<file path="src/rtl/burst_acc_defs.sv">
// Shared definitions for the burst accumulator: FSM state encodings and a
// constant clog2 helper used to size channel and count fields.
// Pure declarations; no logic, no latency, no flow control.
package burst_acc_defs;

  typedef enum logic {
    ST_ACCUM = 1'b0,
    ST_EMIT  = 1'b1
  } state_t;

  // Ceiling log2, evaluated at elaboration time; clog2(1) = 0.
  function automatic int clog2(input int value);
    int r;
    r = 0;
    for (int i = 0; i < 32; i++) begin
      if ((64'd1 << i) < 64'(value)) r = i + 1;
    end
    return r;
  endfunction

endpackage

</file>
<file path="src/rtl/accum_lane.sv">
// One channel lane: accumulator, burst counter, sticky overflow and completion detect.
// Latency: acc/cnt/ovf update on the accepting edge; done and sum_nxt are combinational.
// Backpressure: none locally; the top only raises sample_vld when a sample is accepted.
// BURST_ACCUMULATOR_SAT_EN: saturate at 2^ACC_W-1 instead of wrapping.
module accum_lane
  import burst_acc_defs::*;
#(
  parameter int DATA_W    = 8,
  parameter int ACC_W     = 16,
  parameter int BURST_LEN = 16
) (
  input  logic              Clk,
  input  logic              Reset,
  input  logic              clear,
  input  logic              sample_vld,
  input  logic [DATA_W-1:0] sample_dat,
  output logic              done,
  output logic [ACC_W-1:0]  sum_nxt,
  output logic              ovf
);

  localparam int CNT_W = (clog2(BURST_LEN) < 1) ? 1 : clog2(BURST_LEN);
  localparam logic [CNT_W-1:0] LAST = CNT_W'(BURST_LEN - 1);

  logic [ACC_W-1:0] acc;
  logic [CNT_W-1:0] cnt;
  logic [ACC_W:0]   wide;
  logic             carry;

  // Add the zero-extended sample; the extra bit is the carry out of ACC_W.
  always_comb begin
    wide  = {1'b0, acc} + (ACC_W + 1)'(sample_dat);
    carry = wide[ACC_W];
`ifdef BURST_ACCUMULATOR_SAT_EN
    sum_nxt = carry ? {ACC_W{1'b1}} : wide[ACC_W-1:0];
`else
    sum_nxt = wide[ACC_W-1:0];
`endif
    done = sample_vld && (cnt == LAST);
  end

  // Accumulate, count and restart the lane when the burst completes.
  always_ff @(posedge Clk) begin
    if (Reset || clear) begin
      acc <= '0;
      cnt <= '0;
      ovf <= 1'b0;
    end else if (sample_vld) begin
      if (done) begin
        acc <= '0;
        cnt <= '0;
      end else begin
        acc <= sum_nxt;
        cnt <= cnt + 1'b1;
      end
      if (carry) ovf <= 1'b1;
    end
  end

endmodule

</file>
<file path="src/rtl/burst_accumulator.sv">
// Multi-channel burst accumulator: per-channel sums over BURST_LEN samples, one result at a time.
// Latency: Sum_valid rises 1 cycle after the completing sample; results are at least 2 cycles apart.
// Backpressure: In_ready drops while a result waits in EMIT and during Clear; Sum_* hold until Sum_ready.
// BURST_ACCUMULATOR_SAT_EN: lanes saturate instead of wrapping.
module burst_accumulator
  import burst_acc_defs::*;
#(
  parameter  int DATA_W    = 8,
  parameter  int ACC_W     = 16,
  parameter  int NUM_CH    = 4,
  parameter  int BURST_LEN = 16,
  localparam int CH_W      = (clog2(NUM_CH) < 1) ? 1 : clog2(NUM_CH)
) (
  input  logic              Clk,
  input  logic              Reset,
  input  logic              Clear,
  input  logic [DATA_W-1:0] In_data,
  input  logic [CH_W-1:0]   In_ch,
  input  logic              In_valid,
  output logic              In_ready,
  output logic [ACC_W-1:0]  Sum_out,
  output logic [CH_W-1:0]   Sum_ch,
  output logic              Sum_valid,
  input  logic              Sum_ready,
  output logic [NUM_CH-1:0] Overflow
);

  state_t             state;
  state_t             state_nxt;
  logic               accept;
  logic [NUM_CH-1:0]  lane_vld;
  logic [NUM_CH-1:0]  lane_done;
  logic [ACC_W-1:0]   lane_sum [NUM_CH];
  logic               done_any;
  logic [ACC_W-1:0]   done_sum;

  assign accept = In_valid && In_ready;

  // Out-of-range channels match no lane, so such samples are taken and dropped.
  for (genvar i = 0; i < NUM_CH; i++) begin : g_lane
    assign lane_vld[i] = accept && (In_ch == CH_W'(i));

    accum_lane #(
      .DATA_W    (DATA_W),
      .ACC_W     (ACC_W),
      .BURST_LEN (BURST_LEN)
    ) u_lane (
      .Clk        (Clk),
      .Reset      (Reset),
      .clear      (Clear),
      .sample_vld (lane_vld[i]),
      .sample_dat (In_data),
      .done       (lane_done[i]),
      .sum_nxt    (lane_sum[i]),
      .ovf        (Overflow[i])
    );
  end

  // Pick the final sum of the lane the current sample targets.
  always_comb begin
    done_sum = '0;
    for (int i = 0; i < NUM_CH; i++) begin
      if (In_ch == CH_W'(i)) done_sum = lane_sum[i];
    end
    done_any = |lane_done;
  end

  // State register.
  always_ff @(posedge Clk) begin
    if (Reset) state <= ST_ACCUM;
    else       state <= state_nxt;
  end

  // Next state: leave ACCUM on a completing sample, return on the result handshake.
  always_comb begin
    state_nxt = state;
    case (state)
      ST_ACCUM: if (done_any) state_nxt = ST_EMIT;
      ST_EMIT:  if (Sum_valid && Sum_ready) state_nxt = ST_ACCUM;
      default:  state_nxt = ST_ACCUM;
    endcase
  end

  // Outputs: samples only flow in ACCUM and never while a flush is requested.
  always_comb begin
    In_ready = (state == ST_ACCUM) && !Clear;
  end

  // Result register; Clear leaves a pending result untouched.
  always_ff @(posedge Clk) begin
    if (Reset) begin
      Sum_out   <= '0;
      Sum_ch    <= '0;
      Sum_valid <= 1'b0;
    end else if ((state == ST_ACCUM) && done_any) begin
      Sum_out   <= done_sum;
      Sum_ch    <= In_ch;
      Sum_valid <= 1'b1;
    end else if (Sum_valid && Sum_ready) begin
      Sum_valid <= 1'b0;
    end
  end

endmodule

</file>
<file path="config.mk">
export PLATFORM = sky130hd
export DESIGN_NAME = burst_accumulator
export DESIGN_NICKNAME = d
export VERILOG_FILES = /design/src/rtl/burst_acc_defs.sv /design/src/rtl/accum_lane.sv /design/src/rtl/burst_accumulator.sv
export SDC_FILE = /design/constraint.sdc
export NUM_CORES = 1
export LEC_CHECK = 0
export CELL_PAD_IN_SITES_DETAIL_PLACEMENT = 1
export CELL_PAD_IN_SITES_GLOBAL_PLACEMENT = 2
export CORE_UTILIZATION = 39
export CTS_CLUSTER_DIAMETER = 200
export CTS_CLUSTER_SIZE = 16
export DETAILED_ROUTE_END_ITERATION = 7
export PLACE_DENSITY = 0.91
export REMOVE_ABC_BUFFERS = 1
export SYNTH_ARGS = -nofsm -noshare
export SYNTH_HDL_FRONTEND = slang
export SYNTH_SLANG_ARGS = --single-unit
</file>
<file path="constraint.sdc">
create_clock -name Clk -period 4.4 [get_ports Clk]
set_input_delay 0.88 -clock Clk [delete_from_list [all_inputs] [get_ports Clk]]
set_output_delay 0.88 -clock Clk [all_outputs]
set_load 0.1 [all_outputs]
</file>
Yosys cells after proc, flatten, opt, wreduce, memory -nomap -nowiden. Cells that the tools add are included. W data, S select, Z words.

Multiplexer cells: 17. Divide/modulo/power cells: 0. Reduce and logical (&&, ||, !) cells: 21. Equality and inequality tests: 7. Shift-type cells: 0. Bitwise gates (word level): 1. Multipliers: 0. Add/sub/neg operators: 8. Magnitude comparators: 0.

Operator list (number): $mux W16 (8); $add A16 B8 Y17 (4); $add A4 B1 Y4 const B (4); $eq A4 B4 Y1 const B (4); $mux W4 (4); $logic_and A1 B1 Y1 (12); $reduce_and A2 Y1 (4); $eq A2 B2 Y1 const B (2); $mux W1 (4); $reduce_or A4 Y1 (1); $eq A2 B1 Y1 const B (1); $logic_not A2 Y1 (1); $pmux W1 S2 (1); $reduce_bool A2 Y1 (1); $logic_not A1 Y1 (1); $logic_or A1 B1 Y1 (1); $not A1 Y1 (1).

Bits in read-only memories: 0. Bits in registers: 104. Output and inout bits: 24. Bits in writable memories: 0. Input port bits: 15. Latch bits: 0. Memories kept: 0.

Depth between registers and ports, before layout.
Depth after elaboration: 8. Mapped depth: 10. Gate-level depth less buffers: 10.

Hierarchy. A second synthesis with hierarchy kept.

Cell total of the unflattened synthesis: 823. Area, all modules: 6957.9 µm².

By module, submodules not included: accum_lane at g_lane[1].u_lane ... (cells an instance 185, times used 3, area each 1468.9 µm²); accum_lane at g_lane[0].u_lane (cells an instance 185, times used 1, area each 1465.2 µm²); burst_accumulator (cells an instance 83, times used 1, area each 1086.0 µm²).

Worst setup path before layout. No wires, ideal clock.

Path kind: in2reg. Start: input port Clear. End: register g_lane[1].u_lane.acc[13]. Library setup time: 70 ps. Data required time: 4330 ps. Cell stages on the path: 6. Path slack: 783 ps. Data arrival time: 3548 ps. Cells stage by stage: nor2_1 > nand2_2 > nor2_2 > nand2_1 > or4_1 > a21oi_1.

Word-level cells in the longest chain between the ends: 6. Elaborated cells between the ends (all ways): 7. Classes of those cells: 1 x mux; 6 x reduce/logical.

Ends and longest elaborated chain: from (decl) (RTL line burst_accumulator.sv:16) `input logic Clear,`; $logic_not A1 Y1 (RTL line burst_accumulator.sv:86) `In_ready = (state == ST_ACCUM) && !Clear;`; $logic_and A1 B1 Y1 (RTL line burst_accumulator.sv:86); $logic_and A1 B1 Y1 (RTL line burst_accumulator.sv:37) `assign accept = In_valid && In_ready;`; $logic_and A1 B1 Y1 (RTL line burst_accumulator.sv:41) `assign lane_vld[i] = accept && (In_ch == CH_W'(i));`; $logic_and A1 B1 Y1 (RTL line accum_lane.sv:39) `done = sample_vld && (cnt == LAST);`; $mux W16 (RTL line accum_lane.sv:49) `if (done) begin`; to (signal assigned) (RTL line accum_lane.sv:53) `acc <= sum_nxt;`; to (decl) (RTL line accum_lane.sv:25) `logic [ACC_W-1:0] acc;`.

Parallel ways exist; a longest one is shown, timed or not. A chain may end at the register's enable or synchronous reset.

Worst setup path in the final report.
Start: input port In_data[0]. End: register Sum_out[12].

Word-level cells in the longest chain between the ends: 5. Elaborated cells between the ends (all ways): 8. Classes of those cells: 4 x add/sub; 4 x mux.

Ends and longest elaborated chain: from (decl) (RTL line burst_accumulator.sv:17) `input logic [DATA_W-1:0] In_data,`; $add A16 B8 Y17 (RTL line accum_lane.sv:32) `wide = {1'b0, acc} + (ACC_W + 1)'(sample_dat);`; $mux W16 (3 in a row) (RTL line burst_accumulator.sv:63) `if (In_ch == CH_W'(i)) done_sum = lane_sum[i];`; $mux W16 * (RTL line burst_accumulator.sv:63); to (signal assigned) (RTL line burst_accumulator.sv:96) `Sum_out <= done_sum;`; to (decl) (RTL line burst_accumulator.sv:21) `output logic [ACC_W-1:0] Sum_out,`.

Mark *: on every way between the ends. The rest lies on a longest branch, timed or not.

==> out/summary.txt <==
All-Layer GR Usage -> 25.1%
Core Area -> 0.0166 mm^2
global placement routability congestion -> 0.866
drt wl/cell -> 19.9 um
cell area after layout -> 0.00749 mm^2
WS Path Type -> in2reg
worst reg2reg path endpoint -> Sum_out[12]$_SDFFE_PP0P_
synthesized cell area -> 0.00664 mm^2
Residual DRC -> 0
Hold Path Depth -> 2
leading area contributor after synthesis -> dfxtp_1
Clock power frac -> 42.4%
1st-iter DRT viols -> 487
TritonCTS clock tree -> done
vias in the first global route -> 6500
Comb pwr share -> 9.8%
final hold violation count -> 0
vias per cell -> 5.98
gr ovfl total -> 0
Critical Path RT -> 4.66 ns
Synth top cells by count -> dfxtp_1, nor2_1, a21oi_1, nand2_1, o21ai_0
syn avg cell area -> 8.15 um^2
Crit. End Element -> flop
port bufs -> 38
initial antenna violation count -> 0
DP Area -> 0.00720 mm^2
worst r2r src -> g_lane[2].u_lane.acc[0]$_SDFFE_PP0P_
most common cell in the netlist -> dfxtp_1
hold path start -> g_lane[3].u_lane.acc[0]$_SDFFE_PP0P_
share of post-route cells with drive strength above 1 -> 8.42%
Vias -> 6358
Nets -> 893
Int Pwr -> 0.00145 W
setup bufs post-CTS -> 0
global-route wire length before repair -> 34600 um
Rel. slew slack -> 33.5%
H-tree Lvls -> 3
register clock-pin slew on the reported worst setup and hold paths -> 0.08 ns
Die Area -> 0.0175 mm^2
Post-Synthesis Cells -> 814
Area Overhead vs Synth -> 12.9%
Die H -> 132 um
crit start category -> input pin
Async S/R FF share, synth -> 0%
synth top area cells -> dfxtp_1, ha_1, a21oi_1
Yosys warning total -> 0
Slew @ Worst Pin -> 0.992 ns
worst hold path class -> reg2reg
post-CTS resize count -> 0
max-slew violations -> 0
Max-Cap Viols -> 0
CTS Sinks -> 104
outcome -> finished clean
Net Sw Power -> 0.000527 W
FP Rows -> 47
Clock Latency Late Sink -> 0.36 ns
num ports -> 39
Max Clock Freq -> 0.280 GHz
Layout Skew -> 0.00844 ns
antenna cells -> 0
part of the power in registers -> 47.7%
Peak VDD IR -> 0.000193 V
P per Cell Area -> 264 mW/mm^2
sequential cell area fraction in the yosys report -> 31.4%
Synth cell types -> 75
Initial Util -> 40.0%
CTS root buffer -> clkbuf_16
Post-DP HPWL -> 16000 um
number of flops mapped to enable cells by yosys -> 0
Die Wd -> 132 um
Crit Path Max Fanout -> 8
Sum Neg Setup Slack -> 0 ns
setup violators final -> 0
drt total wl -> 21100 um
Synth Register Bits -> 104
Tot Pwr -> 0.00198 W
Pre-antenna DRT Iters -> 5
leakage power -> 2.76 nW
Worst Hold Endpoint -> g_lane[3].u_lane.acc[0]$_SDFFE_PP0P_
pin count of the biggest net entering global routing -> 35
Clock Path Buffers -> 2
Num CTS Buffers -> 9
RSZ-0062 raised after global routing -> no
setup slack, reg-to-reg -> 1.67 ns
Hold Buf Count CTS -> 0
utilization after layout -> 45.2%
Routed Antenna Nets -> 0
period utilisation layout -> 81.1%
Top FF cell, synth -> dfxtp_1
post-synth top area share -> 31.4%
Final min period -> 3.57 ns
fill count -> 2020
Sw Share -> 26.6%
Register-to-Register Path Depth -> 9
Worst EP arrival -> 3.83 ns
[cells in the final DEF (no fill, tap or decap), drive strengths merged, types with 6 or more instances in the layout]
| master | n |
|---|---|
| nand2 | 79 |
| a211oi | 7 |
| a21oi | 88 |
| mux4 | 6 |
| clkdlybuf4s50 | 37 |
| and2 | 9 |
| or3 | 16 |
| buf | 21 |
| dfxtp | 104 |
| inv | 7 |
| nand2b | 7 |
| and3 | 13 |
| a31oi | 13 |
| o21ai | 47 |
| xor2 | 21 |
| nor2b | 8 |
| xnor2 | 29 |
| nand4 | 8 |
| ha | 36 |
| a22oi | 32 |
| nand3 | 21 |
| clkbuf | 9 |
| nor2 | 104 |
| o211ai | 7 |
| a21o | 15 |
| nand3b | 6 |
| nor3 | 14 |
[registers in the layout (all words and copies together), names as in the netlist]
| signal | flops |
|---|---|
| g_lane.u_lane.acc | 64 |
| Sum_out | 16 |
| g_lane.u_lane.cnt | 16 |
| g_lane.u_lane.ovf | 4 |
| Sum_ch | 2 |
| Sum_valid | 1 |
| state | 1 |
[cells by family (layout without fill, tap and decap cells)]
kind of cell    after synthesis  after routing  synth area share [%]
buf+inv                      51             80                  4.00
mux                           8              8                  2.34
flops                       104            104                  31.4
xor+xnor                     50             50                  6.60
compound gates              255            255                  24.9
fa+ha+maj                    40             40                  8.00
simple gates                306            306                  22.8
[worst max-delay path, stage by stage]
cell and delay (ns):
clkdlybuf4s50_1 0.54, ha_1 0.32, fa_1 0.42, a21oi_1 0.23
o21ai_1 0.16, o41a_1 0.48, and4_4 0.27, xnor2_1 0.17
o221ai_1 0.14, o21a_1 0.21
[metal layers]
metal / global-route usage [%] / share of wire (%)
met5: 0 / 0
met1: 32.3 / 45
met4: 11.6 / 3.6
met2: 41.9 / 47
met3: 2.91 / 3.7
[area by class of cell]
class	instances	area (um^2)	share of cell area [%]
timing repair buffer	58	528	7.05
multi-input combinational	659	4290	57.2
inverter	6	22.5	0.301
clock inverter	7	70.1	0.935
clock buffer	9	225	3.01
sequential	104	2080	27.8
tap	220	275	3.67
[how the worst max path moves through the flow]
stage	from	end	slack, ns
finish	In_data[0]	Sum_out[12]$_SDFFE_PP0P_	0.83
global route	In_data[1]	Sum_out[8]$_SDFFE_PP0P_	0.68
CTS	In_data[0]	Sum_out[12]$_SDFFE_PP0P_	0.87
detailed placement	In_data[0]	Sum_out[12]$_SDFFE_PP0P_	0.50
global placement	In_data[1]	Sum_out[12]$_SDFFE_PP0P_	0.65
floorplan	Clear	g_lane[3].u_lane.acc[9]$_SDFFE_PP0P_	0.69
[through the flow]
| stage | setup WS (ns) | instances | hold slack, ns |
|---|---|---|---|
| finish | 0.831 | 1063 | 0.476 |
| global route | 0.680 | 1063 | 0.495 |
| CTS | 0.866 | 1063 | 0.479 |
| detailed placement | 0.495 | 1047 | 0.462 |
| global placement | 0.653 | 1047 | 0.446 |
| floorplan | 0.693 | 769 | 0.436 |
[power by group through the flow]
| stage | clock network [W] | registers (W) | logic, W |
|---|---|---|---|
| 6_report | 0.000841 | 0.000945 | 0.000195 |
| 2_1_floorplan | 0 | 0.000967 | 0.000111 |
| 3_3_place_gp | 0 | 0.000967 | 0.000186 |
| 3_5_place_dp | 0 | 0.000968 | 0.000193 |
| 5_1_grt | 0.000892 | 0.000946 | 0.000210 |
| 4_1_cts | 0.000854 | 0.000945 | 0.000194 |
Power figures use the tool's default switching activity.
